$ cat src/rtl/keyboard_buffer_pkg.sv
// Shared constants for the keyboard buffer: register map, STATUS bit positions, bus FSM states.
package keyboard_buffer_pkg;

    localparam logic [1:0] KBB_DATA   = 2'd0;
    localparam logic [1:0] KBB_STATUS = 2'd1;
    localparam logic [1:0] KBB_OVRCNT = 2'd2;

    localparam int STAT_RDY    = 0;
    localparam int STAT_OVR    = 1;
    localparam int STAT_INT_EN = 2;

    typedef enum logic [1:0] {
        IDLE = 2'd0,
        ACK  = 2'd1,
        HOLD = 2'd2
    } bus_state_t;

endpackage

$ cat src/rtl/kbd_fifo.sv
// Keycode FIFO: power-of-2 depth, wrapping pointers, simultaneous push+pop accepted even when full.
module kbd_fifo #(
    parameter int DEPTH = 8,
    parameter int WIDTH = 16,
    localparam int AW   = $clog2(DEPTH)
) (
    input  logic             clk,
    input  logic             reset,
    input  logic             i_push,
    input  logic [WIDTH-1:0] i_push_data,
    input  logic             i_pop,
    output logic [WIDTH-1:0] o_head,
    output logic             o_full,
    output logic             o_empty,
    output logic [AW:0]      o_count,
    output logic             o_push_drop
);

    localparam logic [AW:0] FULL_CNT = (AW+1)'(DEPTH);

    logic [WIDTH-1:0] r_mem [DEPTH];
    logic [AW-1:0]    r_wr_ptr;
    logic [AW-1:0]    r_rd_ptr;
    logic [AW:0]      r_count;

    logic w_pop_ok;
    logic w_push_ok;

    assign o_empty   = (r_count == '0);
    assign o_full    = (r_count == FULL_CNT);
    assign o_count   = r_count;
    assign w_pop_ok  = i_pop & ~o_empty;
    // A pop in the same cycle frees the slot, so a push into a full FIFO still lands.
    assign w_push_ok = i_push & (~o_full | w_pop_ok);
    assign o_push_drop = i_push & ~w_push_ok;
    assign o_head    = o_empty ? '0 : r_mem[r_rd_ptr];

    always_ff @(posedge clk) begin
        if (w_push_ok) begin
            r_mem[r_wr_ptr] <= i_push_data;
        end
    end

    always_ff @(posedge clk) begin
        if (reset) begin
            r_wr_ptr <= '0;
            r_rd_ptr <= '0;
            r_count  <= '0;
        end else begin
            if (w_push_ok) r_wr_ptr <= r_wr_ptr + 1'b1;
            if (w_pop_ok)  r_rd_ptr <= r_rd_ptr + 1'b1;
            case ({w_push_ok, w_pop_ok})
                2'b10:   r_count <= r_count + 1'b1;
                2'b01:   r_count <= r_count - 1'b1;
                default: r_count <= r_count;
            endcase
        end
    end

endmodule

$ cat src/rtl/keyboard_buffer.sv
// Keyboard keycode buffer with a 4-register bus slave, sticky overrun and level irq.
// Optional dropped-push counter at address 2 enabled by KEYBOARD_BUFFER_OVRCNT_EN.
import keyboard_buffer_pkg::*;

module keyboard_buffer #(
    parameter int DEPTH = 8
) (
    input  logic        clk,
    input  logic        reset,
    input  logic [15:0] kb_data,
    input  logic        kb_strobe,
    input  logic [1:0]  bus_addr,
    input  logic        bus_rd,
    input  logic        bus_wr,
    input  logic [15:0] bus_wdata,
    output logic [15:0] bus_rdata,
    output logic        bus_ack,
    output logic        irq
);

    localparam int AW = $clog2(DEPTH);

    bus_state_t  r_state;
    logic        r_strobe_prev;
    logic        r_int_en;
    logic        r_overrun;
    logic        r_ack;
    logic        r_irq;
    logic [15:0] r_rdata;

    logic        w_push;
    logic        w_pop;
    logic        w_drop;
    logic        w_full;
    logic        w_empty;
    logic        w_rdy;
    logic [AW:0] w_count;
    logic [15:0] w_head;
    logic        w_req;
    logic        w_rd;
    logic        w_wr;
    logic        w_stat_wr;
    logic        w_ovr_clr;
    logic [15:0] w_status;
    logic [15:0] w_ovrcnt_val;
    logic [15:0] w_rd_val;
    logic        w_unused;

    assign w_push = kb_strobe & ~r_strobe_prev;
    assign w_req  = bus_rd | bus_wr;
    // Requests only act in IDLE; a simultaneous rd and wr is a read.
    assign w_rd   = (r_state == IDLE) & bus_rd;
    assign w_wr   = (r_state == IDLE) & bus_wr & ~bus_rd;
    assign w_pop  = w_rd & (bus_addr == KBB_DATA);

    assign w_stat_wr = w_wr & (bus_addr == KBB_STATUS);
    assign w_ovr_clr = w_stat_wr & bus_wdata[STAT_OVR];
    assign w_rdy     = ~w_empty;
    assign w_status  = {8'(w_count), 5'b0, r_int_en, r_overrun, w_rdy};
    assign w_unused  = ^{bus_wdata[15:3], bus_wdata[0], w_full};

    kbd_fifo #(
        .DEPTH (DEPTH),
        .WIDTH (16)
    ) u_fifo (
        .clk         (clk),
        .reset       (reset),
        .i_push      (w_push),
        .i_push_data (kb_data),
        .i_pop       (w_pop),
        .o_head      (w_head),
        .o_full      (w_full),
        .o_empty     (w_empty),
        .o_count     (w_count),
        .o_push_drop (w_drop)
    );

`ifdef KEYBOARD_BUFFER_OVRCNT_EN
    logic [7:0] r_ovrcnt;
    logic       w_ovrcnt_clr;

    assign w_ovrcnt_clr = w_wr & (bus_addr == KBB_OVRCNT);
    assign w_ovrcnt_val = {8'b0, r_ovrcnt};

    always_ff @(posedge clk) begin
        if (reset || w_ovrcnt_clr) begin
            r_ovrcnt <= '0;
        end else if (w_drop && (r_ovrcnt != 8'hFF)) begin
            r_ovrcnt <= r_ovrcnt + 8'd1;
        end
    end
`else
    assign w_ovrcnt_val = 16'h0000;
`endif

    always_comb begin
        w_rd_val = 16'h0000;
        case (bus_addr)
            KBB_DATA:   w_rd_val = w_head;
            KBB_STATUS: w_rd_val = w_status;
            KBB_OVRCNT: w_rd_val = w_ovrcnt_val;
            default:    w_rd_val = 16'h0000;
        endcase
    end

    always_ff @(posedge clk) begin
        if (reset) begin
            r_state       <= IDLE;
            r_strobe_prev <= 1'b0;
            r_int_en      <= 1'b0;
            r_overrun     <= 1'b0;
            r_ack         <= 1'b0;
            r_irq         <= 1'b0;
            r_rdata       <= 16'h0000;
        end else begin
            r_strobe_prev <= kb_strobe;
            r_ack         <= 1'b0;
            r_rdata       <= 16'h0000;
            r_irq         <= r_int_en & w_rdy;

            case (r_state)
                IDLE: begin
                    if (w_req) begin
                        r_state <= ACK;
                        r_ack   <= 1'b1;
                        if (bus_rd) r_rdata <= w_rd_val;
                    end
                end
                ACK:     r_state <= HOLD;
                HOLD:    if (!w_req) r_state <= IDLE;
                default: r_state <= IDLE;
            endcase

            if (w_stat_wr) r_int_en <= bus_wdata[STAT_INT_EN];

            // A new overrun beats a clear in the same cycle.
            if (w_drop)         r_overrun <= 1'b1;
            else if (w_ovr_clr) r_overrun <= 1'b0;
        end
    end

    assign bus_ack   = r_ack;
    assign bus_rdata = r_rdata;
    assign irq       = r_irq;

endmodule

$ cat config.mk
export PLATFORM = sky130hd
export DESIGN_NAME = keyboard_buffer
export DESIGN_NICKNAME = d
export VERILOG_FILES = /design/src/rtl/keyboard_buffer_pkg.sv /design/src/rtl/kbd_fifo.sv /design/src/rtl/keyboard_buffer.sv
export SDC_FILE = /design/constraint.sdc
export NUM_CORES = 1
export LEC_CHECK = 0
export ABC_AREA = 1
export BUFFER_PORTS_ARGS = -buffer_cell sky130_fd_sc_hd__buf_4
export CAP_MARGIN = 0
export CORE_UTILIZATION = 48
export DETAILED_ROUTE_END_ITERATION = 10
export MAX_ROUTING_LAYER = met4
export PLACE_DENSITY = 0.73
export SETUP_SLACK_MARGIN = 0.15
export SYNTH_ARGS = -nofsm -noshare
export SYNTH_HDL_FRONTEND = slang
export SYNTH_HIERARCHICAL = 1
export SYNTH_SLANG_ARGS = --single-unit
$ cat constraint.sdc
create_clock -name clk -period 2.4 [get_ports clk]
set_clock_uncertainty 0.1 [all_clocks]
set_input_delay 0.12 -clock clk [delete_from_list [all_inputs] [get_ports clk]]
set_output_delay 0.12 -clock clk [all_outputs]
set_load 0.1 [all_outputs]
## After elaboration in Yosys (flattened, before gate mapping)

Memories as Yosys holds them, arrays and structs flattened. A register that Yosys moved wholly into a read port is not among the register bits.
Cells that the tools add are included.

- Add/sub/neg operators: 4
- Eq/ne operators: 8
- Mux-type cells: 13
- Bitwise gates (word level): 20
- Reductions and logical operators: 8

Operators by type and width:

| operator | count |
|---|---|
| $pmux 16 s2 | 1 |
| $mux 16 | 1 |
| $and 1x1->1 | 11 |
| $pmux 4 s2 | 1 |
| $not 1->1 | 7 |
| $add 3x1->3 const B | 2 |
| $eq 2x1->1 const B | 3 |
| $mux 3 | 2 |
| $pmux 2 s3 | 1 |
| $mux 1 | 5 |
| $add 4x1->4 const B | 1 |
| $eq 2x2->1 const B | 2 |
| $eq 4x4->1 const B | 1 |
| $logic_not 2->1 | 2 |
| $logic_not 4->1 | 1 |
| $mux 2 | 2 |
| $ne 2x2->1 const B | 2 |
| $reduce_bool 2->1 | 2 |
| $reduce_or 4->1 | 1 |
| $sub 4x1->4 const B | 1 |
| $or 1x1->1 | 2 |
| $reduce_and 2->1 | 1 |
| $reduce_or 2->1 | 1 |

- Flip-flop bits (word level): 33
- Bits in writable memories: 128
- Input bits: 39
- Output and inout port bits: 18
- Word-level logic and storage cells: 64
- Memories kept: 1

Memory list:

| memory | words | width | rd ports | clocked after memory_dff | write ports | RTL line | source |
|---|---|---|---|---|---|---|---|
| u_fifo.r_mem | 8 | 16 | 1 | 1 | 1 | kbd_fifo.sv:21 | `logic [WIDTH-1:0] r_mem [DEPTH];` |

## Depth between registers and ports, before layout

- Word-level depth: 9
- Gate-level depth with buffers: 16
- Gate-level depth less buffers: 16

## By module

Netlist, hierarchy kept.

By module, submodules not included:

| module | times used | cells each | area an instance (um2) | sequential area each (um2) |
|---|---|---|---|---|
| kbd_fifo | 1 | 459 | 5,724.2 | 4,103.9 |
| keyboard_buffer | 1 | 97 | 829.5 | 460.4 |

## Worst setup path after synthesis

Ideal clock, no wire load.

- Path kind: register to register
- From: reg r_state[0]
- To: mem u_fifo.r_mem[0][0] (enable)
- Library setup time: 0.388 ns
- Data arrival time: 1.937 ns
- Required time: 1.912 ns
- Slack: -0.025 ns
- Cell stages (with the launch flop): 12
- Path buffers: 0
- Clock period less this slack: 2.425 ns
- Cells stage by stage: dfxtp_1 -> inv_1 -> nand2_2 -> clkinv_2 -> nand4_4 -> inv_1 -> inv_1 -> nand4_1 -> nand2_1 -> inv_1 -> nand2_1 -> nor2_1

- Cells in the longest elaborated chain, start to end: 8

Ends and longest elaborated chain:

| what | RTL line | source |
|---|---|---|
| from (decl) | keyboard_buffer.sv:23 | `bus_state_t r_state;` |
| from (signal assigned) | keyboard_buffer.sv:108 | `r_state <= IDLE;` |
| from (signal assigned) | keyboard_buffer.sv:124 | `r_state <= ACK;` |
| from (signal assigned) | keyboard_buffer.sv:129 | `ACK: r_state <= HOLD;` |
| $logic_not 2->1 | keyboard_buffer.sv:52 | `assign w_rd = (r_state == IDLE) & bus_rd;` |
| $and 1x1->1 | keyboard_buffer.sv:52 |  |
| $and 1x1->1 | keyboard_buffer.sv:54 | `assign w_pop = w_rd & (bus_addr == KBB_DATA);` |
| net w_pop | keyboard_buffer.sv:32 | `logic w_pop;` |
| $and 1x1->1 | kbd_fifo.sv:32 | `assign w_pop_ok = i_pop & ~o_empty;` |
| $or 1x1->1 | kbd_fifo.sv:34 | `assign w_push_ok = i_push & (~o_full \| w_pop_ok);` |
| $and 1x1->1 | kbd_fifo.sv:34 |  |
| $mux 1 | kbd_fifo.sv:39 | `if (w_push_ok) begin` |
| $mux 1 (not written as such) | kbd_fifo.sv:40 | `r_mem[r_wr_ptr] <= i_push_data;` |
| to (decl) | kbd_fifo.sv:21 |  |

The timed path passes the listed nets, and every way through them passes these cells.

## Worst setup path in the final report

- From: in bus_addr[0]
- To: mem u_fifo.r_mem[1][10] (enable)

- Cells in the longest elaborated chain, start to end: 7

Ends and longest elaborated chain:

| what | RTL line | source |
|---|---|---|
| from (decl) | keyboard_buffer.sv:12 | `input logic [1:0] bus_addr,` |
| $logic_not 2->1 | keyboard_buffer.sv:54 |  |
| $and 1x1->1 | keyboard_buffer.sv:54 |  |
| net w_pop | keyboard_buffer.sv:32 |  |
| $and 1x1->1 | kbd_fifo.sv:32 |  |
| $or 1x1->1 | kbd_fifo.sv:34 |  |
| $and 1x1->1 | kbd_fifo.sv:34 |  |
| $mux 1 | kbd_fifo.sv:39 |  |
| $mux 1 (not written as such) | kbd_fifo.sv:40 |  |

The timed path passes the listed nets, and every way through them passes these cells.

==> impl_metrics.json <==
{
  "pre_cts_ws_ns": 0.159,
  "grt_max_degree": 65,
  "p_int_uw": 4840,
  "dp_hpwl_um": 8160,
  "io_pins": 57,
  "routabilityCongestion": 0.808,
  "finalSetupViolations": 0,
  "drt_pre_antenna_iters": 4,
  "clock_latency_ns": 0.43,
  "postSynthAreaPerCell_um2": 11.8,
  "dp_cells": 764,
  "synth_fp_nets": 599,
  "fin_cells": 823,
  "rows": 42,
  "grt_pass1_vias": 4247,
  "setup_slack_ns": 0.343,
  "status": "finished, final reports clean",
  "nNetsFinal": 678,
  "rsz0062_at_grt": "false",
  "p_leak_uw": 0.00284,
  "cp.arrival_ns": 2.08,
  "critPathMaxFanout": 16,
  "cts_tree": "done",
  "powerDensity_nw_per_um2": 784,
  "drtAntennaViolNets": 0,
  "grt_pass1_wl_um": 21300,
  "finalWirelength_um": 13800,
  "switching_share": 0.233,
  "max_cap_viol_count": 0,
  "numCtsBuffers": 17,
  "num_vias": 4343,
  "avgRoutedWirePerCell_um": 16.7,
  "floorplan.initialDensity": 0.493,
  "p_comb_frac": 0.089,
  "diodes": 0,
  "final_cell_mix": "edfxtp_1, nor2_1, o21ai_0",
  "worst_ir_drop_vdd_mv": 0.479,
  "critPathKind": "in -> reg",
  "cts-root-buf": "clkbuf_16",
  "dieArea_um2": 14100,
  "synthCells": 555,
  "drv_slew": 0,
  "clkSlewWorstSetupHoldPaths_ns": 0.06,
  "slew_headroom": 0.624,
  "grt_usage": 0.212,
  "drtIter0Drc": 316,
  "cts_buffer_depth": 2,
  "antenna_found_initial": 0,
  "hold_viol_final": 0,
  "utilization": 0.605,
  "period_share": 0.857,
  "area_growth_pct": 22.9,
  "die_x_um": 119,
  "power_frac_seq": 0.500,
  "io_buffers": 42,
  "core-area_um2": 13300,
  "clock-sinks": 164,
  "fin_crit_ns": 2.06,
  "ys_warn_count": 6,
  "critPathCaptureType": "flip-flop",
  "p_sw_uw": 1470,
  "worst_slew_pin_slew_ns": 0.563,
  "worst_hold_path_type": "reg -> reg",
  "final_common_cell": "edfxtp_1",
  "via_per_inst": 5.28,
  "cts.htree.levels": 4,
  "clkPwrFrac": 0.411,
  "fp.dieH_um": 119,
  "max_clock_freq_ghz": 0.486,
  "cp.required_ns": 2.42,
  "drc": 0,
  "drive_gt1_frac": 0.192,
  "overflow": 0,
  "syn_area_um2": 6550,
  "worstSetupStartpointType": "primary input"
}
[sequential cells by signal (all words and copies together) (netlist names), 2 cells and up, named ones only]
signal	cells
u_fifo/r_mem	128
bus_rdata	16
u_fifo/o_count	4
u_fifo/r_rd_ptr	3
u_fifo/r_wr_ptr	3
r_state	2
[worst max-delay path: stages]
cell and delay [ns]:
dlygate4sd3_1 0.54, buf_4 0.16, inv_2 0.14, nand4_4 0.13, inv_2 0.12, inv_1 0.07, nand4_1 0.13, nand2_2 0.11
nor2_1 0.11, inv_1 0.11, nor2_2 0.13, buf_8 0.21
[power groups by stage]
stage	clock [uW]	combinational, uW	sequential, uW
final	2590	563	3160
after global routing	2740	619	3160
after CTS	2630	536	3160
after detailed placement	0	502	3220
after global placement	0	481	3210
after floorplan	0	287	3250
[layout make-up]
type | instances | area (um2)
fill | 1062 | 5250
multi-input combinational | 336 | 1770
clock buffer | 18 | 429
inverter | 31 | 120
clock inverter | 14 | 136
tap | 176 | 220
sequential | 164 | 4570
timing repair buffer | 84 | 803
[routing by layer]
metal	GRT usage	vias to the layer above	share of wire	wire (um)
li1	-	2101	-	-
met1	0.256	2087	0.42	5770
met2	0.339	133	0.50	6920
met3	0.0489	22	0.057	792
met4	0.101	0	0.021	295
met5	-	-	0	0
[what timing repair did]
item,in CTS,in global routing
endpoints found under the hold margin,142,0
hold buffers,25,0
cloned,0,1
gates resized for setup,0,23
pin swaps,0,1
buffers inserted,0,1
endpoints found under the setup margin,11,114
[path summary, 6_finish.rpt]
path,from,end,slack [ns],cells past startpoint
min reg2reg,u_fifo/r_rd_ptr[2],u_fifo/r_rd_ptr[2],0.36,2
max reg2reg,r_state[0],u_fifo/r_mem[1][10],0.36,12
min,u_fifo/r_rd_ptr[2],u_fifo/r_rd_ptr[2],0.36,2
max,bus_addr[0],u_fifo/r_mem[1][10],0.34,12
[stage by stage]
step	TNS [ns]	instance area, um2	power, uW	hold slack [ns]
6_report	0	8050	6310	0.362
5_1_grt	0	8050	6520	0.368
4_1_cts	0	7970	6320	0.349
3_5_place_dp	0	7150	3720	0.256
3_3_place_gp	0	7150	3690	0.236
2_1_floorplan	-1.62	6560	3540	0.0824
Power figures use the tool's default switching activity.
